## config.mk

```make
export PLATFORM = sky130hd
export DESIGN_NAME = icache
export DESIGN_NICKNAME = d
export VERILOG_FILES = /design/src/rtl/icache_pkg.sv /design/src/rtl/icache.sv
export SDC_FILE = /design/constraint.sdc
export NUM_CORES = 1
export LEC_CHECK = 0
export CAP_MARGIN = 20
export CORE_UTILIZATION = 50
export CTS_BUF_LIST = sky130_fd_sc_hd__clkbuf_8
export CTS_CLUSTER_SIZE = 16
export DETAILED_ROUTE_END_ITERATION = 7
export PLACE_DENSITY = 0.68
export RECOVER_POWER = 100
export SLEW_MARGIN = 20
export SYNTH_ARGS = -nofsm -noshare
export SYNTH_HDL_FRONTEND = slang
export SYNTH_SLANG_ARGS = --single-unit
```

## constraint.sdc

```tcl
create_clock -name CLK -period 17.4 [get_ports CLK]
set_input_delay 1.74 -clock CLK [delete_from_list [all_inputs] [get_ports CLK]]
set_output_delay 1.74 -clock CLK [all_outputs]
set_load 0.1 [all_outputs]
```

## src/rtl/icache_pkg.sv

```systemverilog
// Shared geometry, state encoding and word-select helper for the direct-mapped instruction cache.
package icache_pkg;

  localparam int unsigned TAG_W      = 3;
  localparam int unsigned INDEX_W    = 3;
  localparam int unsigned OFFSET_W   = 2;
  localparam int unsigned BLOCK_W    = 128;
  localparam int unsigned NUM_BLOCKS = 8;
  localparam int unsigned WORD_W     = 32;
  localparam int unsigned ADDR_W     = TAG_W + INDEX_W + OFFSET_W + 2;
  localparam int unsigned MEM_ADDR_W = TAG_W + INDEX_W;

  typedef logic [1:0] state_t;

  localparam state_t S_IDLE     = 2'd0;
  localparam state_t S_MEM_READ = 2'd1;
  localparam state_t S_UPDATE   = 2'd2;

  function automatic logic [WORD_W-1:0] select_word(input logic [BLOCK_W-1:0]  blk,
                                                    input logic [OFFSET_W-1:0] off);
    return blk[{off, 5'd0} +: WORD_W];
  endfunction

endpackage

```

## src/rtl/icache.sv

```systemverilog
// Direct-mapped, read-only instruction cache: 8 blocks x 16 bytes, zero-cycle hits.
// Optional HIT_COUNT/MISS_COUNT statistics outputs are enabled by defining ICACHE_STATS_EN.
module icache
  import icache_pkg::*;
(
  input  logic                  CLK,
  input  logic                  RESET,
  input  logic [ADDR_W-1:0]     ADDRESS,
  output logic [WORD_W-1:0]     INSTRUCTION,
  output logic                  BUSYWAIT,
  output logic                  MEM_READ,
  output logic [MEM_ADDR_W-1:0] MEM_ADDRESS,
  input  logic [BLOCK_W-1:0]    MEM_READDATA,
  input  logic                  MEM_BUSYWAIT
`ifdef ICACHE_STATS_EN
  ,
  output logic [15:0]           HIT_COUNT,
  output logic [15:0]           MISS_COUNT
`endif
);

  logic [TAG_W-1:0]    tag;
  logic [INDEX_W-1:0]  index;
  logic [OFFSET_W-1:0] offset;
  logic                unused_addr_bits;

  assign tag              = ADDRESS[9:7];
  assign index            = ADDRESS[6:4];
  assign offset           = ADDRESS[3:2];
  assign unused_addr_bits = ^ADDRESS[1:0];

  logic [NUM_BLOCKS-1:0] valid_q;
  logic [TAG_W-1:0]      tag_q  [NUM_BLOCKS];
  logic [BLOCK_W-1:0]    data_q [NUM_BLOCKS];
  logic [BLOCK_W-1:0]    fill_q;
  state_t                state_q, state_d;
  logic                  hit;

  assign hit = valid_q[index] && (tag_q[index] == tag);

  always_comb begin
    state_d = state_q;
    case (state_q)
      S_IDLE:     if (!hit) state_d = S_MEM_READ;
      S_MEM_READ: if (!MEM_BUSYWAIT) state_d = S_UPDATE;
      S_UPDATE:   state_d = S_IDLE;
      default:    state_d = S_IDLE;
    endcase
  end

  always_ff @(posedge CLK or posedge RESET) begin
    if (RESET) begin
      state_q <= S_IDLE;
      valid_q <= '0;
    end else begin
      state_q <= state_d;
      if (state_q == S_UPDATE) valid_q[index] <= 1'b1;
    end
  end

  // Tag/data storage carries no reset; valid_q alone decides whether an entry is usable.
  always_ff @(posedge CLK) begin
    if (state_q == S_MEM_READ && !MEM_BUSYWAIT) fill_q <= MEM_READDATA;
    if (state_q == S_UPDATE) begin
      tag_q[index]  <= tag;
      data_q[index] <= fill_q;
    end
  end

  // RESET masks every output so the cpu sees a quiet cache while reset is held.
  always_comb begin
    INSTRUCTION = '0;
    BUSYWAIT    = 1'b0;
    MEM_READ    = 1'b0;
    MEM_ADDRESS = '0;
    if (!RESET) begin
      case (state_q)
        S_IDLE: begin
          if (hit) INSTRUCTION = select_word(data_q[index], offset);
          else     BUSYWAIT    = 1'b1;
        end
        S_MEM_READ: begin
          BUSYWAIT    = 1'b1;
          MEM_READ    = 1'b1;
          MEM_ADDRESS = {tag, index};
        end
        default: BUSYWAIT = 1'b1;
      endcase
    end
  end

`ifdef ICACHE_STATS_EN
  logic [15:0] hit_count_q, miss_count_q;

  always_ff @(posedge CLK or posedge RESET) begin
    if (RESET) begin
      hit_count_q  <= '0;
      miss_count_q <= '0;
    end else if (state_q == S_IDLE) begin
      if (hit && hit_count_q != 16'hFFFF)    hit_count_q  <= hit_count_q + 16'd1;
      if (!hit && miss_count_q != 16'hFFFF)  miss_count_q <= miss_count_q + 16'd1;
    end
  end

  assign HIT_COUNT  = hit_count_q;
  assign MISS_COUNT = miss_count_q;
`endif

endmodule

```

==> results of run 1 <==
## sequential cells by signal, summed over array words and instances (netlist names)
name	count
data_q	1024
tag_q	24
fill_q	128
state_q	2
valid_q	8
## report_power, final
group | total (W) | switching [W] | internal (W)
Combinational | 0.000343 | 0.000218 | 0.000125
Sequential | 0.00335 | 0.0000686 | 0.00328
Clock | 0.00213 | 0.00106 | 0.00108
## placed cells by master, fill, tap and decap left out, types with 32 or more instances in the layout
master	n
dlygate4sd3_1	173
a21oi_1	33
mux4_2	160
nor2b_1	65
edfxtp_1	1176
o221ai_1	160
mux2_2	131
clkinv_1	52
mux2i_1	76
clkbuf_8	187
nor2_1	105
o31ai_1	32
inv_1	56
## cell type report
type,count,area share
Antenna cell,1,0.0000486
Tap cell,1176,0.0286
Inverter,4,0.000316
Sequential cell,1186,0.690
Timing Repair Buffer,212,0.0394
Clock buffer,186,0.0497
Clock inverter,141,0.0156
Multi-Input combinational cell,839,0.176
## critical path: stages
cell           delay, ns
buf_8               0.21
clkbuf_1            1.28
nand2b_2            0.38
clkbuf_1            2.82
o22ai_1             0.27
or3_1               0.57
o211ai_4            0.08
clkbuf_1            2.08
nor3_2              0.35
dlygate4sd3_1       1.10
## per-layer routing
layer | track usage | share of wire | vias up
li1 | - | - | 9570
met1 | 0.306 | 0.40 | 11900
met2 | 0.378 | 0.50 | 925
met3 | 0.0418 | 0.073 | 146
met4 | 0.0839 | 0.027 | 4
met5 | 0 | 0.00022 | -
## metrics by stage
stage	hold WS [ns]	cell area [µm²]	instances	total power (W)
5_1_grt	0.497	51500	3745	0.00603
2_1_floorplan	0.431	45300	2168	0.00360
6_report	0.472	51500	3745	0.00583
4_1_cts	0.471	51700	3744	0.00588
3_5_place_dp	0.456	48300	3417	0.00375
3_3_place_gp	0.446	48300	3417	0.00373
## worst paths after layout
check / start / end / depth (start not counted)
max in group asynchronous: RESET / state_q[1]$_DFFE_PP0P_ / 2
min in group asynchronous: RESET / valid_q[2]$_DFFE_PP0P_ / 2
hold / removal: valid_q[2]$_DFFE_PP0P_ / valid_q[2]$_DFFE_PP0P_ / 1
setup / recovery: ADDRESS[5] / INSTRUCTION[8] / 10
hold reg to reg: valid_q[2]$_DFFE_PP0P_ / valid_q[2]$_DFFE_PP0P_ / 1
setup reg to reg: state_q[0]$_DFFE_PP0P_ / valid_q[6]$_DFFE_PP0P_ / 4
## logic make-up (layout without fill, tap and decap cells)
group | after synthesis | in the layout
AND/OR/NAND/NOR | 231 | 231
buffers and inverters | 143 | 543
flip-flops | 1186 | 1186
AO/OA/AOI/OAI | 241 | 241
other | 0 | 1
multiplexers | 367 | 367
==> results.rst, run 1 <==
.. list-table::
   :header-rows: 1

   * - Metric
     - Value
   * - Violations in the final reports
     - capacitance limit, slew limit
   * - R2r setup slk
     - 8.48 ns
   * - Post-CTS setup buffer count
     - 0
   * - Global route overflow
     - 0
   * - Pwr Density
     - 113 mW/mm²
   * - Total number of vias
     - 22500
   * - Setup skew after layout
     - 0.0417 ns
   * - Pin count of the biggest net entering global routing
     - 133
   * - Post-synthesis cell area
     - 0.0453 mm²
   * - Routed via count divided by cell count
     - 6.01
   * - Sequential Area
     - 0.0356 mm²
   * - Floorplan die width
     - 303 µm
   * - Class of the worst hold path
     - flop to flop
   * - Synth Flop Type
     - edfxtp_1
   * - Proportion of synthesized chip area in sequential cells
     - 0.785
   * - Number of clock sinks
     - 1186
   * - Vias in the first global route
     - 23100
   * - RSZ-0062 raised after global routing
     - false
   * - Number of unique standard cell types used by synthesis
     - 33
   * - Initial core utilization
     - 0.504
   * - Wire length of the first global-routing pass
     - 151000 µm
   * - Final core occ
     - 0.573
   * - Compound-cell area share of the yosys netlist
     - 0.0425
   * - Clock tree from TritonCTS
     - yes
   * - Number of port buffers
     - 178
   * - Multi-input gate area
     - 0.00908 mm²
   * - Startpoint type of the worst setup path
     - input pin
   * - Number of violations reported at the end of detailed-routing iteration 0
     - 2239
   * - CTS Root Cell
     - clkbuf_8
   * - Placeable core region
     - 0.0899 mm²
   * - Leak pwr
     - 16.4 nW
   * - Most repeated cell in the gate-level netlist after synthesis
     - edfxtp_1
   * - Detailed-route wire length
     - 104000 µm
   * - Largest family of logic cells by synthesized area
     - multiplexers
   * - Adder and majority gate portion of the synthesized area
     - 0
   * - Post-route antenna net violation count
     - 0
   * - Leading cell types by count after synthesis
     - edfxtp_1 (1176), mux4_2 (160), o221ai_1 (160)
   * - Average cell area after synthesis
     - 20.9 µm²
   * - Async set-reset flop share out of synthesis
     - 0.00843
   * - Number of synthesized register bits
     - 1186
   * - Smallest setup slack after layout
     - 4.64 ns
   * - Share of layout cells above drive strength 1
     - 0.226
   * - Number of enable-type register cells in the synthesized netlist
     - 1176
   * - FILL cells
     - 6543
   * - Crit path max fanout
     - 81
   * - Synthesized-area fraction occupied by xor and xnor cells
     - 0
   * - Top cells by area in the synthesized netlist
     - edfxtp_1 (78%), mux4_2 (8.0%), mux2_2 (3.3%)
   * - Number of setup violations in the final report
     - 0
   * - Clock latency of the later-clocked register in the worst-skew pair
     - 0.86 ns
   * - Highest achievable clock rate
     - 78.4 MHz
   * - Crit Path Class
     - input pin to primary output
   * - Simple logic cell fraction of the synthesized area
     - 0.0283
   * - Critical Path Sink Type
     - primary output
   * - Warning count from the yosys run
     - 0
   * - Vertical extent of the die
     - 303 µm
   * - Number of cells produced by synthesis
     - 2168
   * - DR WL/cell
     - 27.6 µm
   * - Actual transition at the worst max-transition pin
     - 10.16 ns
   * - Full die area
     - 0.0918 mm²
   * - Total number of placement rows
     - 110
   * - Count of boundary I/O pins
     - 181
   * - Minimum clock period after layout
     - 12.76 ns
   * - First-pass iteration count of the detailed router
     - 5
   * - Placer's final routability congestion estimate
     - 0.770
   * - Share of synthesized area spent on multiplexers
     - 0.129
   * - Number of gates resized after cts
     - 0
   * - Library cell with the largest summed area after synthesis
     - edfxtp_1
   * - Highest ir drop seen on vdd
     - 0.0778 mV
   * - Arrival time of data at the critical path endpoint
     - 11.02 ns
   * - Maxcap violations
     - 21
   * - Total Neg Setup Slack
     - 0 ns
   * - Clock-pin slew on the worst setup and hold paths
     - 0.07 ns
   * - Data required time of the worst path
     - 15.66 ns
   * - Slew Limit Headroom
     - -5.77
   * - Part of the cycle the worst path needs
     - 0.733
   * - Number of slew-limit violations in the final report
     - 1023
   * - Post-route DRC violation count
     - 0
   * - Final #Nets
     - 2566
   * - Net count after synthesis
     - 2309
   * - Clock buffer count from CTS
     - 182
   * - Clock buffer depth
     - 3
   * - Outcome
     - finished with violations
   * - Half-perimeter wire length after detailed placement
     - 54100 µm
   * - Global routing usage summed across all routing layers
     - 0.229
   * - Hold-fix buffers at CTS
     - 0
   * - Initial antenna violation count
     - 6
   * - Worst-case setup slack after placement
     - 8.20 ns
   * - Max H-tree Level
     - 4
   * - Share of the synthesized area in the top cell type
     - 0.779
   * - Area added between synthesis and finish
     - 13.7%
   * - Number of hold violations in the final report
     - 0
(Power assumes the default switching activity.)
==> inputs of run 2 (changes only) <==
- clock period: 17.4 -> 13.3 ns (I/O delays scaled with it)
==> run 2 against run 1 <==
The flow still finishes with violations (capacitance limit, slew limit). Wire length fell by 0.29%. Clock power is 31% higher. Power rose by 31%. Global-route usage fell by 0.13 points. Largest cell class unchanged. Final area about the same. Largest power group unchanged. Utilization is essentially flat. Non-clock buffer count rose by 4. Critical endpoint is now INSTRUCTION[23]. Clock skew up 0.0019 ns. Clock-buffer cell count is the same. Register-to-register slack got worse by 3.6 ns. Critical path depth shrank 1. Final cell count grew 0.19%.
==> results.rst, run 2 (synthesis gave the netlist of run 1 again) <==
.. list-table::
   :header-rows: 1

   * - Metric
     - Value
   * - Most frequent cell on the critical path
     - clkbuf_1 (unchanged)
   * - Global routing usage summed across all routing layers
     - 0.228 (was 0.229)
   * - Full die area
     - 0.0918 mm² (unchanged)
   * - Total number of vias
     - 22400 (was 22500)
   * - Global route overflow
     - 0 (unchanged)
   * - Launching point of the worst reg2reg path
     - state_q[1]$_DFFE_PP0P_ (was state_q[0]$_DFFE_PP0P_)
   * - Placeable core region
     - 0.0899 mm² (unchanged)
   * - Logic depth of the worst register-to-register path
     - 3 (was 4)
   * - Count of boundary I/O pins
     - 181 (unchanged)
   * - Area added between synthesis and finish
     - 13.7% (about the same)
   * - Number of hold violations in the final report
     - 0 (unchanged)
   * - Critical Path Sink Type
     - primary output (unchanged)
   * - Top flop regs
     - data_q x1024, fill_q x128, tag_q x24 (unchanged)
   * - Number of buffer and inverter stages on the critical path
     - 5 (unchanged)
   * - Wire length of the first global-routing pass
     - 150000 µm (was 151000 µm)
   * - Minimum clock period after layout
     - 10.11 ns
   * - Maxcap violations
     - 21 (unchanged)
   * - Number of cells after detailed placement
     - 3421 (was 3417)
   * - Class of the worst hold path
     - flop to flop (unchanged)
   * - Worst setup endpoint
     - INSTRUCTION[23] (was INSTRUCTION[8])
   * - Vertical extent of the die
     - 303 µm (unchanged)
   * - Data required time of the worst path
     - 11.97 ns (was 15.66 ns)
   * - Number of setup violations in the final report
     - 0 (unchanged)
   * - Post-route antenna net violation count
     - 0 (unchanged)
   * - RSZ-0062 raised after global routing
     - false (unchanged)
   * - Share of layout cells above drive strength 1
     - 0.230 (was 0.226)
   * - Number of violations reported at the end of detailed-routing iteration 0
     - 2005 (was 2239)
   * - Combinational power share
     - 0.059 (about the same)
   * - Worst Setup SP
     - ADDRESS[4] (was ADDRESS[5])
   * - Part of the cycle the worst path needs
     - 0.760
   * - Final cell count without fillers
     - 3752 (was 3745)
   * - Placer's final routability congestion estimate
     - 0.797 (was 0.770)
   * - Met1 GRT Util
     - 0.304 (was 0.306)
   * - Clock tree from TritonCTS
     - yes (unchanged)
   * - Hold-fix buffers at CTS
     - 0 (unchanged)
   * - Number of slew-limit violations in the final report
     - 1017 (was 1023)
   * - Crit Path Class
     - input pin to primary output (unchanged)
   * - Register ranked first by flip-flop count
     - data_q (unchanged)
   * - Leak pwr
     - 16.5 nW (was 16.4 nW)
   * - Total Neg Setup Slack
     - 0 ns (unchanged)
   * - Switching power share of the total
     - 0.231 (about the same)
   * - Crit path max fanout
     - 66 (was 81)
   * - Endpoint of the most critical register-to-register path
     - fill_q[83]$_DFFE_PP_ (was valid_q[6]$_DFFE_PP0P_)
   * - Highest ir drop seen on vdd
     - 0.0907 mV (was 0.0778 mV)
   * - CP delay by family, top
     - buffers and inverters (unchanged)
   * - Overall power after layout
     - 0.00763 W (was 0.00583 W)
   * - Violations in the final reports
     - capacitance limit, slew limit (unchanged)
   * - Detailed-route wire length
     - 103000 µm (was 104000 µm)
   * - Floorplan die width
     - 303 µm (unchanged)
   * - Routed via count divided by cell count
     - 5.96 (was 6.01)
   * - Initial core utilization
     - 0.504 (unchanged)
   * - Layer with the highest usage
     - met2 (unchanged)
   * - Clock-pin slew on the worst setup and hold paths
     - 0.06 ns (was 0.07 ns)
   * - First-pass iteration count of the detailed router
     - 7 (was 5)
   * - Clock buffer count from CTS
     - 183 (was 182)
   * - Fraction of power consumed by sequential logic
     - 0.574 (was 0.575)
   * - Pwr Density
     - 148 mW/mm² (was 113 mW/mm²)
   * - FILL cells
     - 6475 (was 6543)
   * - Standard cell area after detailed placement
     - 0.0483 mm² (about the same)
   * - Slew Limit Headroom
     - -5.26 (was -5.77)
   * - Multi-input gate area
     - 0.00908 mm² (about the same)
   * - Number of clock sinks
     - 1186 (unchanged)
   * - Number of gates resized after cts
     - 0 (unchanged)
   * - Actual transition at the worst max-transition pin
     - 9.39 ns (was 10.16 ns)
   * - Most common cell after layout, fill and taps aside
     - edfxtp_1 (unchanged)
   * - Final #Nets
     - 2571 (was 2566)
   * - Startpoint type of the worst setup path
     - input pin (unchanged)
   * - Net switching power
     - 0.00176 W (was 0.00134 W)
   * - Most frequent cells in the layout
     - edfxtp_1 (1176), clkbuf_8 (187), dlygate4sd3_1 (173) (unchanged)
   * - Max H-tree Level
     - 4 (unchanged)
   * - Clock buffer depth
     - 3 (unchanged)
   * - Max stage delay on crit path
     - 2.08 ns (was 2.82 ns)
   * - Number of flip-flops under the largest register name
     - 1024 (unchanged)
   * - Pin count of the biggest net entering global routing
     - 130 (was 133)
   * - Vias in the first global route
     - 23200 (was 23100)
   * - Met3 layer usage reported by global route
     - 0.0397 (was 0.0418)
   * - Global routing met2 resource utilization
     - 0.378 (about the same)
   * - Critical path cell sequence
     - buf_8 > clkinvlp_2 > clkbuf_1 > clkbuf_1 > mux2i_1 > o221ai_1 > o31ai_1 > nor3_2 > dlygate4sd3_1 (was buf_8 > clkbuf_1 > nand2b_2 > clkbuf_1 > o22ai_1 > or3_1 > o211ai_4 > clkbuf_1 > nor3_2 > dlygate4sd3_1)
   * - Slowest library cell on the worst path
     - clkbuf_1 (unchanged)
   * - Final design instance area without fill
     - 0.0515 mm² (about the same)
   * - Half-perimeter wire length after detailed placement
     - 55100 µm (was 54100 µm)
   * - Sequential Area
     - 0.0356 mm² (unchanged)
   * - Design internal power
     - 0.00587 W (was 0.00448 W)
   * - CTS Root Cell
     - clkbuf_8 (unchanged)
   * - Outcome
     - finished with violations (unchanged)
   * - Clock latency of the later-clocked register in the worst-skew pair
     - 0.86 ns (about the same)
   * - DR WL/cell
     - 27.5 µm (was 27.6 µm)
   * - Number of port buffers
     - 178 (unchanged)
   * - Critical path depth in cells
     - 9 (was 10)
   * - Share of total power in the clock network
     - 0.367 (was 0.366)
   * - Total number of placement rows
     - 110 (unchanged)
   * - Highest achievable clock rate
     - 98.9 MHz
   * - Setup skew after layout
     - 0.0436 ns (was 0.0417 ns)
   * - Arrival time of data at the critical path endpoint
     - 8.78 ns (was 11.02 ns)
   * - Post-route DRC violation count
     - 0 (unchanged)
   * - Initial antenna violation count
     - 8 (was 6)
   * - Post-CTS setup buffer count
     - 0 (unchanged)
   * - R2r setup slk
     - 4.92 ns (was 8.48 ns)
## run 2: final cells by class
| cell class | count | share of cell area |
|---|---|---|
| repair buffers | 216 | 0.0394 |
| clock buffers | 186 | 0.0497 |
| well taps | 1176 | 0.0285 |
| multi-input cells | 839 | 0.176 |
| flip-flops and latches | 1186 | 0.690 |
| diodes | 1 | 0.0000485 |
| inverters | 4 | 0.000316 |
| clock inverters | 144 | 0.0159 |
## run 2: metrics by stage
step	setup slack, ns	util	hold slack (ns)
finish	3.19	0.574	0.461
global route	2.70	0.574	0.480
CTS	5.32	0.575	0.464
detailed placement	5.31	0.538	0.448
global placement	5.37	0.538	0.443
floorplan	4.74	-	0.431
## run 2: worst min path at each step
stage	start	cells past startpoint	slack, ns	to
finish	valid_q[4]$_DFFE_PP0P_	1	0.46	valid_q[4]$_DFFE_PP0P_
global route	valid_q[4]$_DFFE_PP0P_	1	0.48	valid_q[4]$_DFFE_PP0P_
CTS	valid_q[4]$_DFFE_PP0P_	1	0.46	valid_q[4]$_DFFE_PP0P_
detailed placement	valid_q[4]$_DFFE_PP0P_	1	0.45	valid_q[4]$_DFFE_PP0P_
global placement	valid_q[4]$_DFFE_PP0P_	1	0.44	valid_q[4]$_DFFE_PP0P_
floorplan	valid_q[4]$_DFFE_PP0P_	1	0.43	valid_q[4]$_DFFE_PP0P_
## run 2: power groups by stage
stage	combinational, W	sequential, W	clock, W
2_1_floorplan	0.000288	0.00442	0
4_1_cts	0.000467	0.00437	0.00287
5_1_grt	0.000474	0.00440	0.00302
3_3_place_gp	0.000460	0.00443	0
3_5_place_dp	0.000466	0.00444	0
6_report	0.000447	0.00438	0.00280
## run 2: metal layers
metal | part of all wire | vias to the layer above | wire length, µm
li1 | - | 9597 | -
met5 | 0.00013 | - | 13
met1 | 0.41 | 11700 | 42100
met3 | 0.064 | 145 | 6640
met2 | 0.50 | 880 | 51700
met4 | 0.027 | 2 | 2800
==> inputs of run 3 (changes only) <==
- clock period: 13.3 -> 9.95 ns (I/O delays scaled with it)
==> run 3 against run 2 <==
The flow still finishes with violations (capacitance limit, slew limit). Die area unchanged. Final area decreased by 0.14%. Sequential share of layout area increased by 0.094 points. Critical endpoint is now INSTRUCTION[20].
==> results.rst, run 3 (synthesis gave the netlist of run 1 again) <==
.. list-table::
   :header-rows: 1

   * - Metric
     - Value
   * - Final #Nets
     - 2567 (was 2571)
   * - Clock-pin slew on the worst setup and hold paths
     - 0.06 ns (about the same)
   * - Full die area
     - 0.0918 mm² (unchanged)
   * - Pwr Density
     - 197 mW/mm² (was 148 mW/mm²)
   * - Number of gates resized after cts
     - 0 (unchanged)
   * - Post-route DRC violation count
     - 0 (unchanged)
   * - FILL cells
     - 6529 (was 6475)
   * - Number of port buffers
     - 178 (unchanged)
   * - CTS Root Cell
     - clkbuf_8 (unchanged)
   * - Number of hold violations in the final report
     - 0 (unchanged)
   * - Global route overflow
     - 0 (unchanged)
   * - Wire length of the first global-routing pass
     - 152000 µm (was 150000 µm)
   * - Leak pwr
     - 16.5 nW (about the same)
   * - Initial antenna violation count
     - 6 (was 8)
   * - Clock latency of the later-clocked register in the worst-skew pair
     - 0.85 ns (was 0.86 ns)
   * - Total number of vias
     - 22300 (was 22400)
   * - Max H-tree Level
     - 4 (unchanged)
   * - RSZ-0062 raised after global routing
     - false (unchanged)
   * - DR WL/cell
     - 27.6 µm (was 27.5 µm)
   * - Setup skew after layout
     - 0.0427 ns (was 0.0436 ns)
   * - Class of the worst hold path
     - flop to flop (unchanged)
   * - Met1 GRT Util
     - 0.306 (was 0.304)
   * - Top flop regs
     - data_q x1024, fill_q x128, tag_q x24 (unchanged)
   * - Highest achievable clock rate
     - 121 MHz
   * - Number of clock sinks
     - 1186 (unchanged)
   * - Data required time of the worst path
     - 8.96 ns (was 11.97 ns)
   * - Register ranked first by flip-flop count
     - data_q (unchanged)
   * - Final core occ
     - 0.573 (was 0.574)
   * - Share of layout cells above drive strength 1
     - 0.226 (was 0.230)
   * - Most common cell after layout, fill and taps aside
     - edfxtp_1 (unchanged)
   * - Clock buffer count from CTS
     - 181 (was 183)
   * - Vertical extent of the die
     - 303 µm (unchanged)
   * - Clock tree from TritonCTS
     - yes (unchanged)
   * - Slew Limit Headroom
     - -4.23 (was -5.26)
   * - Crit Path Class
     - input pin to primary output (unchanged)
   * - Placer's final routability congestion estimate
     - 0.799 (was 0.797)
   * - Post-route antenna net violation count
     - 0 (unchanged)
   * - Number of slew-limit violations in the final report
     - 1103 (was 1017)
   * - Global routing met2 resource utilization
     - 0.381 (was 0.378)
   * - Actual transition at the worst max-transition pin
     - 7.85 ns (was 9.39 ns)
   * - Critical Path Sink Type
     - primary output (unchanged)
   * - Floorplan die width
     - 303 µm (unchanged)
   * - Global routing usage summed across all routing layers
     - 0.229 (was 0.228)
   * - Initial core utilization
     - 0.504 (unchanged)
   * - Maxcap violations
     - 24 (was 21)
   * - Minimum clock period after layout
     - 8.24 ns
   * - Violations in the final reports
     - capacitance limit, slew limit (unchanged)
   * - Part of the cycle the worst path needs
     - 0.828
   * - Number of violations reported at the end of detailed-routing iteration 0
     - 2200 (was 2005)
   * - Vias in the first global route
     - 23300 (was 23200)
   * - Total number of placement rows
     - 110 (unchanged)
   * - Met3 layer usage reported by global route
     - 0.0388 (was 0.0397)
   * - Half-perimeter wire length after detailed placement
     - 54500 µm (was 55100 µm)
   * - Area added between synthesis and finish
     - 13.6% (was 13.7%)
   * - Count of boundary I/O pins
     - 181 (unchanged)
   * - Crit path max fanout
     - 54 (was 66)
   * - Hold-fix buffers at CTS
     - 0 (unchanged)
   * - Number of setup violations in the final report
     - 0 (unchanged)
   * - Total Neg Setup Slack
     - 0 ns (unchanged)
   * - Most frequent cells in the layout
     - edfxtp_1 (1176), clkbuf_8 (186), dlygate4sd3_1 (171) (was edfxtp_1 (1176), clkbuf_8 (187), dlygate4sd3_1 (173))
   * - Detailed-route wire length
     - 103000 µm (about the same)
   * - Highest ir drop seen on vdd
     - 0.0977 mV (was 0.0907 mV)
   * - Number of flip-flops under the largest register name
     - 1024 (unchanged)
   * - Pin count of the biggest net entering global routing
     - 149 (was 130)
   * - Sequential Area
     - 0.0356 mm² (unchanged)
   * - Routed via count divided by cell count
     - 5.96 (about the same)
   * - Placeable core region
     - 0.0899 mm² (unchanged)
   * - Startpoint type of the worst setup path
     - input pin (unchanged)
   * - Outcome
     - finished with violations (unchanged)
   * - Arrival time of data at the critical path endpoint
     - 7.24 ns (was 8.78 ns)
   * - Clock buffer depth
     - 3 (unchanged)
   * - Layer with the highest usage
     - met2 (unchanged)
   * - First-pass iteration count of the detailed router
     - 5 (was 7)
   * - Post-CTS setup buffer count
     - 0 (unchanged)
   * - Multi-input gate area
     - 0.00908 mm² (about the same)
## run 3: changes by cell type in the layout (fill, tap and decap cells not counted), moves of 2 or more
| cell | change |
|---|---|
| clkinv_2 | -4 |
| inv_1 | +6 |
| dlygate4sd3_1 | -2 |
| buf_4 | -4 |
| clkdlybuf4s50_1 | +2 |
| clkinv_1 | -3 |
## run 3: cell type report
class	count	share of cell area
Timing Repair Buffer	214	0.0395
Inverter	4	0.000316
Clock buffer	185	0.0495
Clock inverter	139	0.0148
Tap cell	1176	0.0286
Antenna cell	2	0.0000972
Sequential cell	1186	0.691
Multi-Input combinational cell	839	0.176
## run 3: metal layers
layer	part of all wire	vias up
li1	-	9573
met1	0.40	11700
met2	0.50	895
met3	0.070	153
met4	0.029	0
met5	0	-
## run 3: worst max-delay path, cell delays in order
cell and delay (ns):
buf_8 0.34, clkinvlp_2 1.82, clkbuf_1 1.22, mux2i_1 0.33, o221ai_1 0.84, o31ai_1 0.20, nor3_2 0.17, dlygate4sd3_1 1.24
## run 3: worst paths after layout
path / startpoint / to / slack [ns] / cells past startpoint
worst max-delay path: ADDRESS[4] / INSTRUCTION[20] / 1.71 / 8
worst min-delay path: valid_q[1]$_DFFE_PP0P_ / valid_q[1]$_DFFE_PP0P_ / 0.46 / 1
worst max register to register: state_q[1]$_DFFE_PP0P_ / fill_q[107]$_DFFE_PP_ / 2.73 / 3
worst min register to register: valid_q[1]$_DFFE_PP0P_ / valid_q[1]$_DFFE_PP0P_ / 0.46 / 1
max in group asynchronous: RESET / state_q[0]$_DFFE_PP0P_ / 8.91 / 2
min in group asynchronous: RESET / valid_q[7]$_DFFE_PP0P_ / 0.73 / 2
## run 3: through the flow
step           worst slack (ns)  power, W  hold WS, ns  cells  cell area, µm²
2_1_floorplan              1.73   0.00630        0.431   2168           45300
6_report                   1.71    0.0101        0.464   3745           51500
4_1_cts                    3.20    0.0102        0.461   3742           51600
3_5_place_dp               3.20   0.00656        0.446   3418           48300
3_3_place_gp               3.20   0.00653        0.445   3418           48300
5_1_grt                    1.58    0.0105        0.473   3744           51500
## run 3: power breakdown
| part | internal (W) | leakage [nW] | switching, W |
|---|---|---|---|
| clock network | 0.00185 | 1.94 | 0.00184 |
| registers | 0.00574 | 10.7 | 0.000122 |
| logic | 0.000219 | 3.79 | 0.000380 |
| total | 0.00780 | 16.5 | 0.00234 |
